==> config.mk <==
export PLATFORM = sky130hd
export DESIGN_NAME = uart_rx_fifo
export DESIGN_NICKNAME = d
export VERILOG_FILES = /design/src/rtl/uart_rx_fifo.sv
export SDC_FILE = /design/constraint.sdc
export NUM_CORES = 1
export LEC_CHECK = 0
export ABC_AREA = 1
export BUFFER_PORTS_ARGS = -buffer_cell sky130_fd_sc_hd__buf_4
export CAP_MARGIN = 10
export CELL_PAD_IN_SITES_DETAIL_PLACEMENT = 1
export CELL_PAD_IN_SITES_GLOBAL_PLACEMENT = 1
export CORE_ASPECT_RATIO = 0.8
export CORE_UTILIZATION = 40
export DETAILED_ROUTE_END_ITERATION = 10
export PLACE_DENSITY_LB_ADDON = 0.1
export RECOVER_POWER = 25
export SLEW_MARGIN = 10
export SYNTH_ARGS = -nofsm -noshare
export SYNTH_HDL_FRONTEND = slang
export SYNTH_SLANG_ARGS = --single-unit
export TNS_END_PERCENT = 1
==> constraint.sdc <==
create_clock -name clk -period 3.9 [get_ports clk]
set_clock_uncertainty 0.1 [all_clocks]
set_input_delay 0.78 -clock clk [delete_from_list [all_inputs] [get_ports clk]]
set_output_delay 0.78 -clock clk [all_outputs]
set_load 0.02 [all_outputs]
==> src/rtl/uart_rx_fifo.sv <==
// uart_rx_fifo: oversampled UART receiver with majority-vote bit decisions,
// frame/parity/overrun detection and a first-word-fall-through receive FIFO.
module uart_rx_fifo #(
    parameter int CLK_FREQ   = 100_000_000,
    parameter int BAUD       = 115200,
    parameter int DATA_BITS  = 8,
    parameter int PARITY     = 0,
    parameter int STOP_BITS  = 1,
    parameter int FIFO_DEPTH = 16
) (
    input  logic                          clk,
    input  logic                          rst,
    input  logic                          uart_rx,
    input  logic                          rd_en,
    input  logic                          err_clr,
    output logic [DATA_BITS-1:0]          rd_data,
    output logic                          rd_valid,
    output logic [$clog2(FIFO_DEPTH):0]   fifo_count,
    output logic                          byte_done,
    output logic                          parity_err,
    output logic                          frame_err,
    output logic                          overrun,
    output logic                          uart_rx_work
);
    localparam int DIV = (CLK_FREQ + BAUD / 2) / BAUD;
    localparam int CW  = $clog2(DIV);
    localparam int AW  = $clog2(FIFO_DEPTH);
    localparam logic [CW-1:0] S0   = CW'(DIV / 2 - 1);
    localparam logic [CW-1:0] S1   = CW'(DIV / 2);
    localparam logic [CW-1:0] S2   = CW'(DIV / 2 + 1);
    localparam logic [CW-1:0] LAST = CW'(DIV - 1);

    typedef enum logic [2:0] {IDLE, START, DATA, PAR, STOP, BREAK} state_t;

    state_t                 state_q, state_d;
    logic                   sync_q, rxs_q, rxs_prev_q;
    logic [CW-1:0]          cnt_q, cnt_d;
    logic [1:0]             smp_q, smp_d;
    logic [3:0]             bit_q, bit_d;
    logic                   stop_q, stop_d;
    logic                   stop_bad_q, stop_bad_d;
    logic                   par_bad_q, par_bad_d;
    logic [DATA_BITS-1:0]   data_q, data_d;
    logic [AW:0]            wr_ptr_q, wr_ptr_d, rd_ptr_q, rd_ptr_d;
    logic                   byte_done_q, parity_err_q, parity_err_d;
    logic                   frame_err_q, frame_err_d, overrun_q, overrun_d;
    logic [DATA_BITS-1:0]   mem_q [FIFO_DEPTH];
    logic                   maj, dec, full, wr, pe_set, fe_set, ov_set;

    assign maj  = (smp_q[1] & smp_q[0]) | (smp_q[1] & rxs_q) | (smp_q[0] & rxs_q);
    assign dec  = cnt_q == S2;
    assign full = fifo_count == (AW + 1)'(FIFO_DEPTH);

    always_comb begin
        state_d    = state_q;
        cnt_d      = (cnt_q == LAST) ? '0 : cnt_q + 1'b1;
        smp_d      = (cnt_q == S0 || cnt_q == S1) ? {smp_q[0], rxs_q} : smp_q;
        bit_d      = bit_q;
        stop_d     = stop_q;
        stop_bad_d = stop_bad_q;
        par_bad_d  = par_bad_q;
        data_d     = data_q;
        wr         = 1'b0;
        pe_set     = 1'b0;
        fe_set     = 1'b0;
        ov_set     = 1'b0;
        case (state_q)
            IDLE: begin
                cnt_d = '0;
                // the detection cycle itself counts as bit-time 0
                if (rxs_prev_q & ~rxs_q) begin
                    state_d = START;
                    cnt_d   = CW'(1);
                end
            end
            START: if (dec) begin
                state_d    = maj ? IDLE : DATA;
                bit_d      = '0;
                stop_d     = 1'b0;
                stop_bad_d = 1'b0;
                par_bad_d  = 1'b0;
            end
            DATA: if (dec) begin
                data_d = {maj, data_q[DATA_BITS-1:1]};
                bit_d  = bit_q + 4'd1;
                if (bit_q == 4'(DATA_BITS - 1)) state_d = (PARITY != 0) ? PAR : STOP;
            end
            PAR: if (dec) begin
                par_bad_d = maj != ((PARITY == 1) ? ~^data_q : ^data_q);
                state_d   = STOP;
            end
            STOP: if (dec) begin
                stop_d = stop_q + 1'b1;
                if (stop_q == 1'(STOP_BITS - 1)) begin
                    if (stop_bad_q | ~maj) begin
                        fe_set  = 1'b1;
                        state_d = BREAK;
                    end else if (par_bad_q) begin
                        pe_set  = 1'b1;
                        state_d = IDLE;
                    end else if (full & ~rd_en) begin
                        ov_set  = 1'b1;
                        state_d = IDLE;
                    end else begin
                        wr      = 1'b1;
                        state_d = IDLE;
                    end
                end else begin
                    stop_bad_d = stop_bad_q | ~maj;
                end
            end
            BREAK: begin
                cnt_d = '0;
                if (rxs_q) state_d = IDLE;
            end
            default: state_d = IDLE;
        endcase
    end

    always_comb begin
        wr_ptr_d     = wr_ptr_q + (AW + 1)'(wr);
        rd_ptr_d     = rd_ptr_q + (AW + 1)'(rd_en & rd_valid);
        parity_err_d = pe_set | (parity_err_q & ~err_clr);
        frame_err_d  = fe_set | (frame_err_q & ~err_clr);
        overrun_d    = ov_set | (overrun_q & ~err_clr);
    end

    always_ff @(posedge clk or posedge rst) begin
        if (rst) begin
            state_q      <= IDLE;
            sync_q       <= 1'b1;
            rxs_q        <= 1'b1;
            rxs_prev_q   <= 1'b1;
            cnt_q        <= '0;
            smp_q        <= '0;
            bit_q        <= '0;
            stop_q       <= 1'b0;
            stop_bad_q   <= 1'b0;
            par_bad_q    <= 1'b0;
            data_q       <= '0;
            wr_ptr_q     <= '0;
            rd_ptr_q     <= '0;
            byte_done_q  <= 1'b0;
            parity_err_q <= 1'b0;
            frame_err_q  <= 1'b0;
            overrun_q    <= 1'b0;
        end else begin
            state_q      <= state_d;
            sync_q       <= uart_rx;
            rxs_q        <= sync_q;
            rxs_prev_q   <= rxs_q;
            cnt_q        <= cnt_d;
            smp_q        <= smp_d;
            bit_q        <= bit_d;
            stop_q       <= stop_d;
            stop_bad_q   <= stop_bad_d;
            par_bad_q    <= par_bad_d;
            data_q       <= data_d;
            wr_ptr_q     <= wr_ptr_d;
            rd_ptr_q     <= rd_ptr_d;
            byte_done_q  <= wr;
            parity_err_q <= parity_err_d;
            frame_err_q  <= frame_err_d;
            overrun_q    <= overrun_d;
        end
    end

    // a write into a full FIFO with a simultaneous pop reuses the head slot
    always_ff @(posedge clk) begin
        if (wr) mem_q[wr_ptr_q[AW-1:0]] <= data_q;
    end

    assign fifo_count   = wr_ptr_q - rd_ptr_q;
    assign rd_valid     = fifo_count != '0;
    assign rd_data      = rd_valid ? mem_q[rd_ptr_q[AW-1:0]] : '0;
    assign byte_done    = byte_done_q;
    assign parity_err   = parity_err_q;
    assign frame_err    = frame_err_q;
    assign overrun      = overrun_q;
    assign uart_rx_work = state_q != IDLE;
endmodule

# Word-level counts from Yosys, hierarchy flattened

Memory sizes are Yosys's and may differ from the RTL's.
Index checks and enable logic that the tools add are counted.

Input bits: 5
Word-level logic and storage cells: 127
Memories kept: 1
Flip-flop bits (word level): 47
Bits in writable memories: 128

Mux-type cells: 49
Bitwise logic cells: 19
Reduce and logical (&&, ||, !) cells: 14
Equality and inequality tests: 21
Add/sub/neg operators: 6

Memory list:

| name  | words | bits a word | rd ports | clocked after Yosys merged registers in | write ports | RTL line | source |
|---|---|---|---|---|---|---|---|
| mem_q | 16    | 8           | 1        | 0                                       | 1           | 47       | `logic [DATA_BITS-1:0] mem_q [FIFO_DEPTH];` |

Operator list:

| cell                    | number |
|---|---|
| $eq A10 B9 Y1 const B   | 3 |
| $mux W1                 | 29 |
| $mux W3                 | 9 |
| $pmux W10 S2            | 1 |
| $ne A2 B2 Y1 const B    | 9 |
| $pmux W3 S6             | 1 |
| $add A10 B1 Y10 const B | 1 |
| $add A5 B1 Y5           | 2 |
| $eq A10 B10 Y1 const B  | 1 |
| $mux W10                | 1 |
| $and A1 B1 Y1           | 9 |
| $reduce_and A3 Y1       | 3 |
| $mux W4                 | 2 |
| $mux W8                 | 1 |
| $pmux W4 S2             | 1 |
| $reduce_and A8 Y1       | 1 |
| $reduce_xor A8 Y1       | 1 |
| $eq A3 B2 Y1 const B    | 2 |
| $eq A3 B3 Y1 const B    | 2 |
| $or A1 B1 Y1            | 6 |
| $pmux W1 S2             | 3 |
| $reduce_bool A2 Y1      | 3 |
| $eq A5 B5 Y1 const B    | 1 |
| $reduce_bool A5 Y1      | 1 |
| 13 further kinds        | 16 |

# Logic depth before layout (Yosys ltp)

Gate-level depths: netlist of run 1.

Depth in word-level cells: 11
Mapped depth: 15
Gate-level depth less buffers: 13

# Worst setup path before layout of run 1

Ideal clock, no wire load.

Path kind: register -> output
Start: reg wr_ptr_q[0]
End: out rd_data[0]
Data arrival time: 2.146 ns
Path buffers: 0
Cell stages (with the launch flop): 9
Required time: 3.020 ns
Slack: 0.874 ns
Cell sequence: dfrtp_1 > inv_1 > ha_1 > fa_1 > xnor2_1 > nor2_1 > nand3_1 > nor2_2 > nor2_1

Word-level cells in the longest chain between the ends: 3

Ends and longest elaborated chain:

| what                    | RTL line | source |
|---|---|---|
| from (decl)             | 44       | `logic [AW:0] wr_ptr_q, wr_ptr_d, rd_ptr_q, rd_ptr_d;` |
| from (signal assigned)  | 159      | `wr_ptr_q <= wr_ptr_d;` |
| $sub A5 B5 Y5           | 173      | `assign fifo_count = wr_ptr_q - rd_ptr_q;` |
| named net fifo_count[2] | 18       | `output logic [$clog2(FIFO_DEPTH):0] fifo_count,` |
| $reduce_bool A5 Y1      | 174      | `assign rd_valid = fifo_count != '0;` |
| $mux W8                 | 175      | `assign rd_data = rd_valid ? mem_q[rd_ptr_q[AW-1:0]] : '0;` |
| to (decl)               | 16       | `output logic [DATA_BITS-1:0] rd_data,` |

The timed path passes the listed nets, and every way through them passes these cells.

# Worst setup path in the final report of run 1

Start: reg rd_ptr_q[2]
End: out rd_data[2]

Word-level cells in the longest chain between the ends: 3

Ends and longest elaborated chain:

| what                   | RTL line | source |
|---|---|---|
| from (decl)            | 44       |  |
| from (signal assigned) | 160      | `rd_ptr_q <= rd_ptr_d;` |
| $sub A5 B5 Y5          | 173      |  |
| $reduce_bool A5 Y1     | 174      |  |
| $mux W8 *              | 175      |  |

Every way passes the cells marked *; elsewhere a longest branch is shown, timed or not.

==> results of run 1 <==
metrics by stage:
step	hold WS (ns)	utilization (%)	instance area [sq um]	total power [W]
detailed placement	0.255	43.6	8330	0.00438
global placement	0.246	43.6	8330	0.00431
global route	0.270	46.9	8950	0.00649
finish	0.269	46.9	8950	0.00613
CTS	0.266	46.8	8940	0.00618
floorplan	0.245	-	7860	0.00357
routing by layer:
| layer | global-route usage [%] | part of all wire (%) |
|---|---|---|
| met1 | 32.8 | 50 |
| met2 | 34.5 | 44 |
| met3 | 4.48 | 4.3 |
| met4 | 7.02 | 1.3 |
| met5 | 0 | 0 |
power groups by stage:
stage	clock (W)	sequential [W]	combinational [W]
after floorplan	0	0.00213	0.00144
after global routing	0.00189	0.00213	0.00248
final	0.00179	0.00212	0.00221
after detailed placement	0	0.00216	0.00222
after CTS	0.00182	0.00212	0.00224
after global placement	0	0.00216	0.00216
layout make-up:
class,instances,area [sq um]
Sequential cell,175,5020
Inverter,55,208
Timing Repair Buffer,34,268
Tap cell,258,323
Multi-Input combinational cell,523,2520
Clock buffer,17,425
Clock inverter,15,185
Fill cell,2101,10100
logic make-up (layout without fill, tap and decap cells):
group           Yosys count  after routing  share of synthesized area (%)
compound gates           32             32                           2.17
xor+xnor                 13             13                           1.45
fa+ha+maj                13             13                           2.17
buf+inv                  80            121                           4.16
flops                   175            175                           63.9
simple gates            465            465                           26.1
how the worst max path moves through the flow:
stage | cells past startpoint | startpoint | end | slack, ns
2_1_floorplan | 8 | wr_ptr_q[0]$_DFF_PP0_ | rd_data[0] | 0.87
3_3_place_gp | 9 | rd_ptr_q[2]$_DFF_PP0_ | rd_data[5] | 0.76
3_5_place_dp | 9 | rd_ptr_q[2]$_DFF_PP0_ | rd_data[2] | 0.61
4_1_cts | 9 | rd_ptr_q[2]$_DFF_PP0_ | rd_data[2] | 0.13
5_1_grt | 9 | rd_ptr_q[2]$_DFF_PP0_ | rd_data[2] | 0.11
6_report | 9 | rd_ptr_q[2]$_DFF_PP0_ | rd_data[2] | 0.26
what timing repair did:
action,4_1_cts,5_1_grt
resized for setup,0,1
hold buffers,0,0
endpoints found under the setup margin,0,3
cell usage in the layout, fill, tap and decap left out, types with 12 or more instances in the layout:
cell	synthesis	final
buf_4	0	31
clkbuf_16	0	17
dfrtp_1	44	43
edfxtp_1	128	128
ha_1	12	12
inv_1	50	49
nand2_1	269	269
nand3_1	119	119
nor2_1	37	37
nor3_1	14	13
o21ai_0	17	17
flip-flops by register name, indices dropped and copies added, names as in the netlist:
| register | flops |
|---|---|
| mem_q | 128 |
| cnt_q | 10 |
| data_q | 8 |
| rd_ptr_q | 5 |
| wr_ptr_q | 5 |
| bit_q | 4 |
| state_q | 3 |
| smp_q | 2 |
| byte_done | 1 |
| frame_err | 1 |
| overrun | 1 |
| par_bad_q | 1 |
| parity_err | 1 |
| rxs_prev_q | 1 |
| rxs_q | 1 |
| stop_bad_q | 1 |
| stop_q | 1 |
| sync_q | 1 |
==> run metrics, run 1 <==
outcome finished, violations left; failing checks max-capacitance violations, max-slew violations; cells after synthesis 778; layout cell share with drive strength beyond 1 11.0%; clock power share 29.2%; Syn. warnings 0; WL/cell 19.9 microns; largest net degree at the start of global routing 66; post-DP HPWL 14100 microns; CTS H-tree lvls 4; nets 824; CP Buf/Inv Count 2; worst r2r src rd_ptr_q[2]$_DFF_PP0_; WHS Path Cells 0; Max Slew Vio Count 48; EDFF count, synth 128; RD Place Congestion 0.916; Finish-stage setup viols 0; initial antenna violation count 0; ys flop type edfxtp_1; most used cell, CP nand2_1; Vias 5593; Starting DRT DRC Count 380; CP max FO 13; Static Leakage 3.52 nW; Root Buffer clkbuf_16; area of the core 19100 sq um; CTS buffer count 17; via-per-instance ratio 5.19; CP peak stage delay 0.61 ns; Internal 0.00375 W; Tightest Pin Transition 2.29 ns; crit path time final 3.64 ns; asr flop ratio synth 26.9%; synth-to-layout area growth 13.9%; Syn Area/Cell 10.1 sq um; crit share post-route 93.5%; Antenna Cells 0; drt total wl 21400 microns; synth cell count leaders nand2_1, edfxtp_1, nand3_1, inv_1, dfrtp_1; CP delay by family, top simple AND/OR/NAND/NOR gates; CP Launch Type flip-flop; setup TNS 0 ns; slowest CP cell dfrtp_1; most frequent cell after synthesis nand2_1; DR pass1 iterations 4; Logic pwr share 36.1%; FP Rows 45; initial core utilization 41.2%; CTS Buffer Depth 2; flops & latches, synth 175; Final Hold Vio Count 0; Sw Share 38.8%; Chip Height 127 microns; Layout Cells excl Fill 1077; Die ar. 20200 sq um; DRC viols 0; global-route wire length before repair 33800 microns; final worst setup slack 0.255 ns; Crit. End Element output pin; CTS sink count 175; Port-buffer cells 23; Synthesized Nets 796; NetSw 0.00238 W; number of routed nets with antenna violations 0; Ports 24; CTS tree yes; worst reg2reg path depth 7; Clk pin slew, worst setup/hold paths 0.07 ns; Synth top area share 48.9%; slew margin rel. -53.6%; total global-route track usage 22.7%; Netlist Area Pre-Place 7860 sq um; WP data arrival 2.76 ns; largest area contributor in the netlist edfxtp_1; RSZ-0062 raised after global routing false; Cell Chain, Critical Path clkinv_1 -> ha_1 -> a21oi_1 -> nand2_1 -> nand2_1 -> nand3_1 -> nor2_4 -> nor2_1 -> buf_4; Sequential Power Share 34.7%; worst vdd ir 0.000381 V; Worst Setup Path Type flip-flop to output pin; GRT overflow 0; Reg2Reg Setup Slack 0.76 ns; share of the yosys chip area belonging to registers 63.9%; Hold Startpoint sync_q$_DFF_PP1_; vias in the first global route 5679; Setup Buffers After CTS 0; worst skew pair latency 0.44 ns; Placed Cells 1045; worst min path class flip-flop to flip-flop; top cells by area, synth edfxtp_1, dfrtp_1, nand2_1, nand3_1, inv_1; max frequency 274 MHz; CP required 3.02 ns; Max Cap Violations 1; Pwr Density 685 nW/um^2; width of the chip 159 microns; post-placement setup slack 0.614 ns; RR Endpoint mem_q[0][5]$_DFFE_PP_; post-synthesis cell type count 35; Min-Delay Endpoint rxs_q$_DFF_PP1_
Note: power is estimated with default switching activity, not from simulation.
==> inputs of run 2 (changes only) <==
Settings changed: BUFFER_PORTS_ARGS -buffer_cell sky130_fd_sc_hd__buf_4 to -buffer_cell sky130_fd_sc_hd__buf_2.
==> run 2 against run 1 <==
The run still ends with max-capacitance violations, max-slew violations left. Combinational power shrank 3%. Critical path type unchanged. Sequential share of layout area grew 0.82 points. Non-clock buffer count shrank 1. Largest power group unchanged.
==> run metrics, run 2 (same netlist as run 1, synthesis figures left out) <==
CTS buffer count 17 (unchanged); Port-buffer cells 23 (unchanged); CP max FO 10 (was 13); Worst Setup Path Type flip-flop to output pin (unchanged); global-route wire length before repair 32800 microns (was 33800 microns); Tightest Pin Transition 2.27 ns (was 2.29 ns); max reg flops 128 (unchanged); initial core utilization 41.2% (unchanged); vias in the first global route 5746 (was 5679); Starting DRT DRC Count 429 (was 380); worst min path class flip-flop to flip-flop (unchanged); Final Hold Vio Count 0 (unchanged); commonest non-fill, non-tap cells in the layout nand2_1, edfxtp_1, nand3_1 (unchanged); post-CTS sizing 0 (unchanged); commonest non-fill, non-tap cell in the layout nand2_1 (unchanged); Clk pin slew, worst setup/hold paths 0.07 ns (about the same); CTS tree yes (unchanged); FP Rows 45 (unchanged); Root Buffer clkbuf_16 (unchanged); CTS H-tree lvls 4 (unchanged); area of the core 19100 sq um (unchanged); setup TNS 0 ns (unchanged); Max Slew Vio Count 48 (unchanged); Setup Buffers After CTS 0 (unchanged); fin util 46.2% (was 46.9%); WP data arrival 2.84 ns (was 2.76 ns); Ports 24 (unchanged); worst skew pair latency 0.44 ns (about the same); # hold bufs at CTS 0 (unchanged); failing checks max-capacitance violations, max-slew violations (unchanged); largest net degree at the start of global routing 48 (was 66); Die ar. 20200 sq um (unchanged); layout cell share with drive strength beyond 1 11.1% (was 11.0%); Pwr Density 666 nW/um^2 (was 685 nW/um^2); initial antenna violation count 0 (unchanged); worst vdd ir 0.000337 V (was 0.000381 V); Crit. End Element output pin (unchanged); DR pass1 iterations 4 (unchanged); max frequency 269 MHz (was 274 MHz); CTS Buffer Depth 2 (unchanged); DRC viols 0 (unchanged); CTS sink count 175 (unchanged); crit share post-route 95.5% (was 93.5%); Finish-stage setup viols 0 (unchanged); WL/cell 19.4 microns (was 19.9 microns); CP required 3.02 ns (about the same); synth-to-layout area growth 12.3% (was 13.9%); GRT overflow 0 (unchanged); slew margin rel. -51.9% (was -53.6%); number of routed nets with antenna violations 0 (unchanged); Chip Height 127 microns (unchanged); Static Leakage 3.47 nW (was 3.52 nW); crit path time final 3.72 ns (was 3.64 ns); post-DP HPWL 14100 microns (about the same); RSZ-0062 raised after global routing false (unchanged); Max Cap Violations 1 (unchanged); outcome finished, violations left (unchanged); via-per-instance ratio 5.07 (was 5.19); CP Launch Type flip-flop (unchanged); RD Place Congestion 0.872 (was 0.916); Vias 5453 (was 5593); Antenna Cells 0 (unchanged); nets 823 (was 824); drt total wl 20900 microns (was 21400 microns); width of the chip 159 microns (unchanged); total global-route track usage 21.9% (was 22.7%)
[run 2: cell types whose count changed in the layout (fill, tap and decap cells not counted), sizes merged]
cell      change
buf           +1
bufinv        -3
clkbuf        -2
clkinv        -1
clkinvlp      -1
inv           +5
[run 2: per-stage QoR]
stage          cell area (sq um)  hold slack, ns  total power (W)  std cells  setup slack, ns
2_1_floorplan               7860           0.245          0.00357        778            0.874
3_3_place_gp                8260           0.245          0.00423       1044            0.801
3_5_place_dp                8260           0.249          0.00430       1044            0.682
4_1_cts                     8820           0.260          0.00593       1076            0.169
5_1_grt                     8820           0.272          0.00624       1076           0.0104
6_report                    8820           0.264          0.00588       1076            0.177
[run 2: layout make-up]
class / count / area, sq um
fillers: 2119 / 10300
flip-flops and latches: 175 / 5020
multi-input cells: 523 / 2510
clock buffers: 17 / 425
well taps: 258 / 323
inverters: 55 / 208
repair buffers: 33 / 203
clock inverters: 15 / 126
[run 2: worst paths after layout]
| check | endpoint | start | slack [ns] | cells past startpoint |
|---|---|---|---|---|
| hold / removal | rxs_q$_DFF_PP1_ | sync_q$_DFF_PP1_ | 0.26 | 0 |
| min in group asynchronous | frame_err$_DFF_PP0_ | rst | 0.84 | 2 |
| setup reg to reg | mem_q[0][4]$_DFFE_PP_ | wr_ptr_q[0]$_DFF_PP0_ | 0.75 | 9 |
| setup / recovery | rd_data[2] | wr_ptr_q[0]$_DFF_PP0_ | 0.18 | 10 |
| max in group asynchronous | rd_ptr_q[0]$_DFF_PP0_ | rst | 1.70 | 2 |
| hold reg to reg | rxs_q$_DFF_PP1_ | sync_q$_DFF_PP1_ | 0.26 | 0 |
[run 2: where the power goes]
part / switching, W / internal [W] / total (W)
Sequential: 0.0000880 / 0.00204 / 0.00212
Clock: 0.000778 / 0.000838 / 0.00162
Combinational: 0.00152 / 0.000619 / 0.00214
[run 2: critical path: stages, from the launching register on]
cell	delay [ns]
dfrtp_1	0.43
inv_1	0.09
ha_1	0.24
fa_1	0.42
nand3b_1	0.24
nand2_1	0.10
nand2_1	0.08
and2_1	0.20
nor2_2	0.33
nor2_1	0.10
buf_2	0.18
[run 2: layer usage]
layer,track usage [%],vias to the layer above,wire (microns)
li1,-,2682,-
met1,31.2,2680,10400
met2,33.7,72,9350
met3,4.12,19,841
met4,7.20,0,263
met5,0,-,0
==> inputs of run 3 (changes only) <==
--- a/config.mk
+++ b/config.mk
@@ -12,8 +12,9 @@
 export CELL_PAD_IN_SITES_GLOBAL_PLACEMENT = 1
 export CORE_ASPECT_RATIO = 0.8
-export CORE_UTILIZATION = 40
+export CORE_UTILIZATION = 41
 export DETAILED_ROUTE_END_ITERATION = 10
 export PLACE_DENSITY_LB_ADDON = 0.1
 export RECOVER_POWER = 25
+export SKIP_LAST_GASP = 1
 export SLEW_MARGIN = 10
 export SYNTH_ARGS = -nofsm -noshare
==> constraint.sdc (replaced) <==
create_clock -name clk -period 3.9 [get_ports clk]
set_clock_uncertainty 0.1 [all_clocks]
set_input_delay 0.195 -clock clk [delete_from_list [all_inputs] [get_ports clk]]
set_output_delay 0.195 -clock clk [all_outputs]
set_load 0.02 [all_outputs]
==> run 3 against run 2 <==
The flow still finishes with violations (max-capacitance violations, max-slew violations). Global-route usage is 1.4 points higher. Count of clock-buffer cells in the layout stayed put. Sequential share of layout area decreased by 0.27 points. Die area shrank 2.4%. Sequential cell count did not move. Worst hold slack worse by 0.20 ns. Utilization is 1.8 points higher. Total power is 2.0% higher. Critical endpoint is now mem_q[1][6]$_DFFE_PP_.
==> run metrics, run 3 (same netlist as run 1, synthesis figures left out) <==
worst vdd ir 0.000251 V (was 0.000337 V); layout cell share with drive strength beyond 1 9.90% (was 11.1%); RSZ-0062 raised after global routing false (unchanged); Port-buffer cells 23 (unchanged); CTS Buffer Depth 2 (unchanged); commonest non-fill, non-tap cells in the layout nand2_1, edfxtp_1, nand3_1 (unchanged); Finish-stage setup viols 0 (unchanged); nets 823 (unchanged); WP data arrival 3.47 ns (was 2.84 ns); drt total wl 21200 microns (was 20900 microns); max frequency 284 MHz (was 269 MHz); largest net degree at the start of global routing 67 (was 48); Clk pin slew, worst setup/hold paths 0.07 ns (about the same); synth-to-layout area growth 12.8% (was 12.3%); WL/cell 19.8 microns (was 19.4 microns); most used cell, CP nand3_1 (was nand2_1); Worst Setup Path Type flip-flop to flip-flop (was flip-flop to output pin); outcome finished, violations left (unchanged); via-per-instance ratio 5.25 (was 5.07); Pwr Density 676 nW/um^2 (was 666 nW/um^2); Max Slew Vio Count 36 (was 48); number of routed nets with antenna violations 0 (unchanged); slowest CP cell nor3_1 (was dfrtp_1); failing checks max-capacitance violations, max-slew violations (unchanged); Root Buffer clkbuf_16 (unchanged); Antenna Cells 0 (unchanged); area of the multi-input gates 2510 sq um (about the same); RD Place Congestion 0.898 (was 0.872); final worst setup slack 0.381 ns (was 0.177 ns); worst skew pair latency 0.43 ns (was 0.44 ns); worst min path class input pin to flip-flop (was flip-flop to flip-flop); Final Hold Vio Count 0 (unchanged); crit share post-route 90.2% (was 95.5%); DRC viols 0 (unchanged); FP Rows 44 (was 45); vias in the first global route 6017 (was 5746); Hold Startpoint rd_en (was sync_q$_DFF_PP1_); max reg flops 128 (unchanged); RR Endpoint mem_q[1][6]$_DFFE_PP_ (was mem_q[0][4]$_DFFE_PP_); fillers 2073 (was 2119); crit path time final 3.52 ns (was 3.72 ns); CP Launch Type flip-flop (unchanged); commonest non-fill, non-tap cell in the layout nand2_1 (unchanged); initial core utilization 42.6% (was 41.2%); Vias 5623 (was 5453); CP max FO 13 (was 10); Chip Height 126 microns (was 127 microns); global-route wire length before repair 33600 microns (was 32800 microns); worst r2r src rd_ptr_q[2]$_DFF_PP0_ (was wr_ptr_q[0]$_DFF_PP0_); WHS Path Cells 4 (was 0); Ports 24 (unchanged); Tightest Pin Transition 2.02 ns (was 2.27 ns); CP peak stage delay 0.85 ns (was 0.43 ns); worst reg2reg path depth 7 (was 9); Cell Chain, Critical Path clkinv_1 -> ha_1 -> a21oi_1 -> nand3_1 -> nand3_1 -> nor2_4 -> nor3_1 (was inv_1 -> ha_1 -> fa_1 -> nand3b_1 -> nand2_1 -> nand2_1 -> and2_1 -> nor2_2 -> nor2_1 -> buf_2); CP required 3.85 ns (was 3.02 ns); DR pass1 iterations 6 (was 4); Starting DRT DRC Count 386 (was 429); Min-Delay Endpoint rd_ptr_q[0]$_DFF_PP0_ (was rxs_q$_DFF_PP1_); Reg2Reg Setup Slack 0.38 ns (was 0.75 ns); Die ar. 19700 sq um (was 20200 sq um); area of the core 18400 sq um (was 19100 sq um); width of the chip 157 microns (was 159 microns); CTS H-tree lvls 4 (unchanged); CTS buffer count 17 (unchanged); Crit. End Element flip-flop (was output pin); CTS sink count 175 (unchanged); Static Leakage 3.48 nW (was 3.47 nW); slew margin rel. -34.4% (was -51.9%); GRT overflow 0 (unchanged); post-DP HPWL 14500 microns (was 14100 microns); Max Cap Violations 1 (unchanged); initial antenna violation count 0 (unchanged); post-placement setup slack 0.410 ns (was 0.682 ns); FF/Latch Area 5020 sq um (unchanged); setup TNS 0 ns (unchanged); CTS tree yes (unchanged); total global-route track usage 23.3% (was 21.9%)
run 3: cell types whose count changed in the layout (fill, tap and decap cells not counted), sizes merged:
cell         change
bufinv           +2
clkbuf           +5
dlygate4sd3      +3
buf              -8
clkinv           -1
clkinvlp         -1
run 3: cell type report:
cell class              count  area share (%)
flip-flops and latches    175            56.7
clock inverters            15            2.20
well taps                 253            3.57
clock buffers              17            4.80
multi-input cells         523            28.3
inverters                  55            2.33
repair buffers             33            2.13
run 3: stage by stage:
step	hold WS, ns	instance area, sq um	std cells	utilization (%)	power, W
after floorplan	0.0995	7860	778	-	0.00357
after global placement	0.0517	8220	1036	44.6	0.00421
after detailed placement	0.0513	8220	1036	44.6	0.00425
after CTS	0.0456	8870	1071	48.1	0.00604
after global routing	0.0944	8860	1071	48.1	0.00635
final	0.0601	8860	1071	48.1	0.00599
run 3: worst max-delay path by stage:
stage,from,endpoint,slack [ns],cells past startpoint
after global routing,rd_ptr_q[2]$_DFF_PP0_,mem_q[13][7]$_DFFE_PP_,0.09,7
after CTS,rd_ptr_q[2]$_DFF_PP0_,mem_q[9][1]$_DFFE_PP_,0.34,7
after global placement,rd_ptr_q[2]$_DFF_PP0_,mem_q[13][5]$_DFFE_PP_,0.68,7
after detailed placement,rd_ptr_q[2]$_DFF_PP0_,mem_q[13][4]$_DFFE_PP_,0.41,7
after floorplan,wr_ptr_q[0]$_DFF_PP0_,mem_q[0][0]$_DFFE_PP_,1.01,8
final,rd_ptr_q[2]$_DFF_PP0_,mem_q[1][6]$_DFFE_PP_,0.38,7
run 3: timing repair:
item / in CTS / in global routing
endpoints found under the hold margin: 16 / 0
setup buffers: 0 / 0
hold buffers: 3 / 0
resized for setup: 0 / 0
run 3: layer usage:
layer / share of wire, % / track usage [%]
met5: 0 / 0
met4: 1.7 / 7.55
met3: 4.0 / 4.30
met2: 48 / 37.3
met1: 46 / 32.1
run 3: worst max-delay path, delay by kind of cell, from the launching register on:
kind | cells | cell delay, ns
adder cells (fa/ha/maj) | 1 | 0.45
buffers and inverters | 1 | 0.40
AND/OR/NAND/NOR | 4 | 1.31
AO/OA/AOI/OAI | 1 | 0.23
flip-flops | 1 | 0.65
run 3: where the power goes:
part	total [W]	internal [W]	switching (W)
registers	0.00214	0.00204	0.000105
clock network	0.00178	0.000980	0.000805
logic	0.00207	0.000608	0.00146
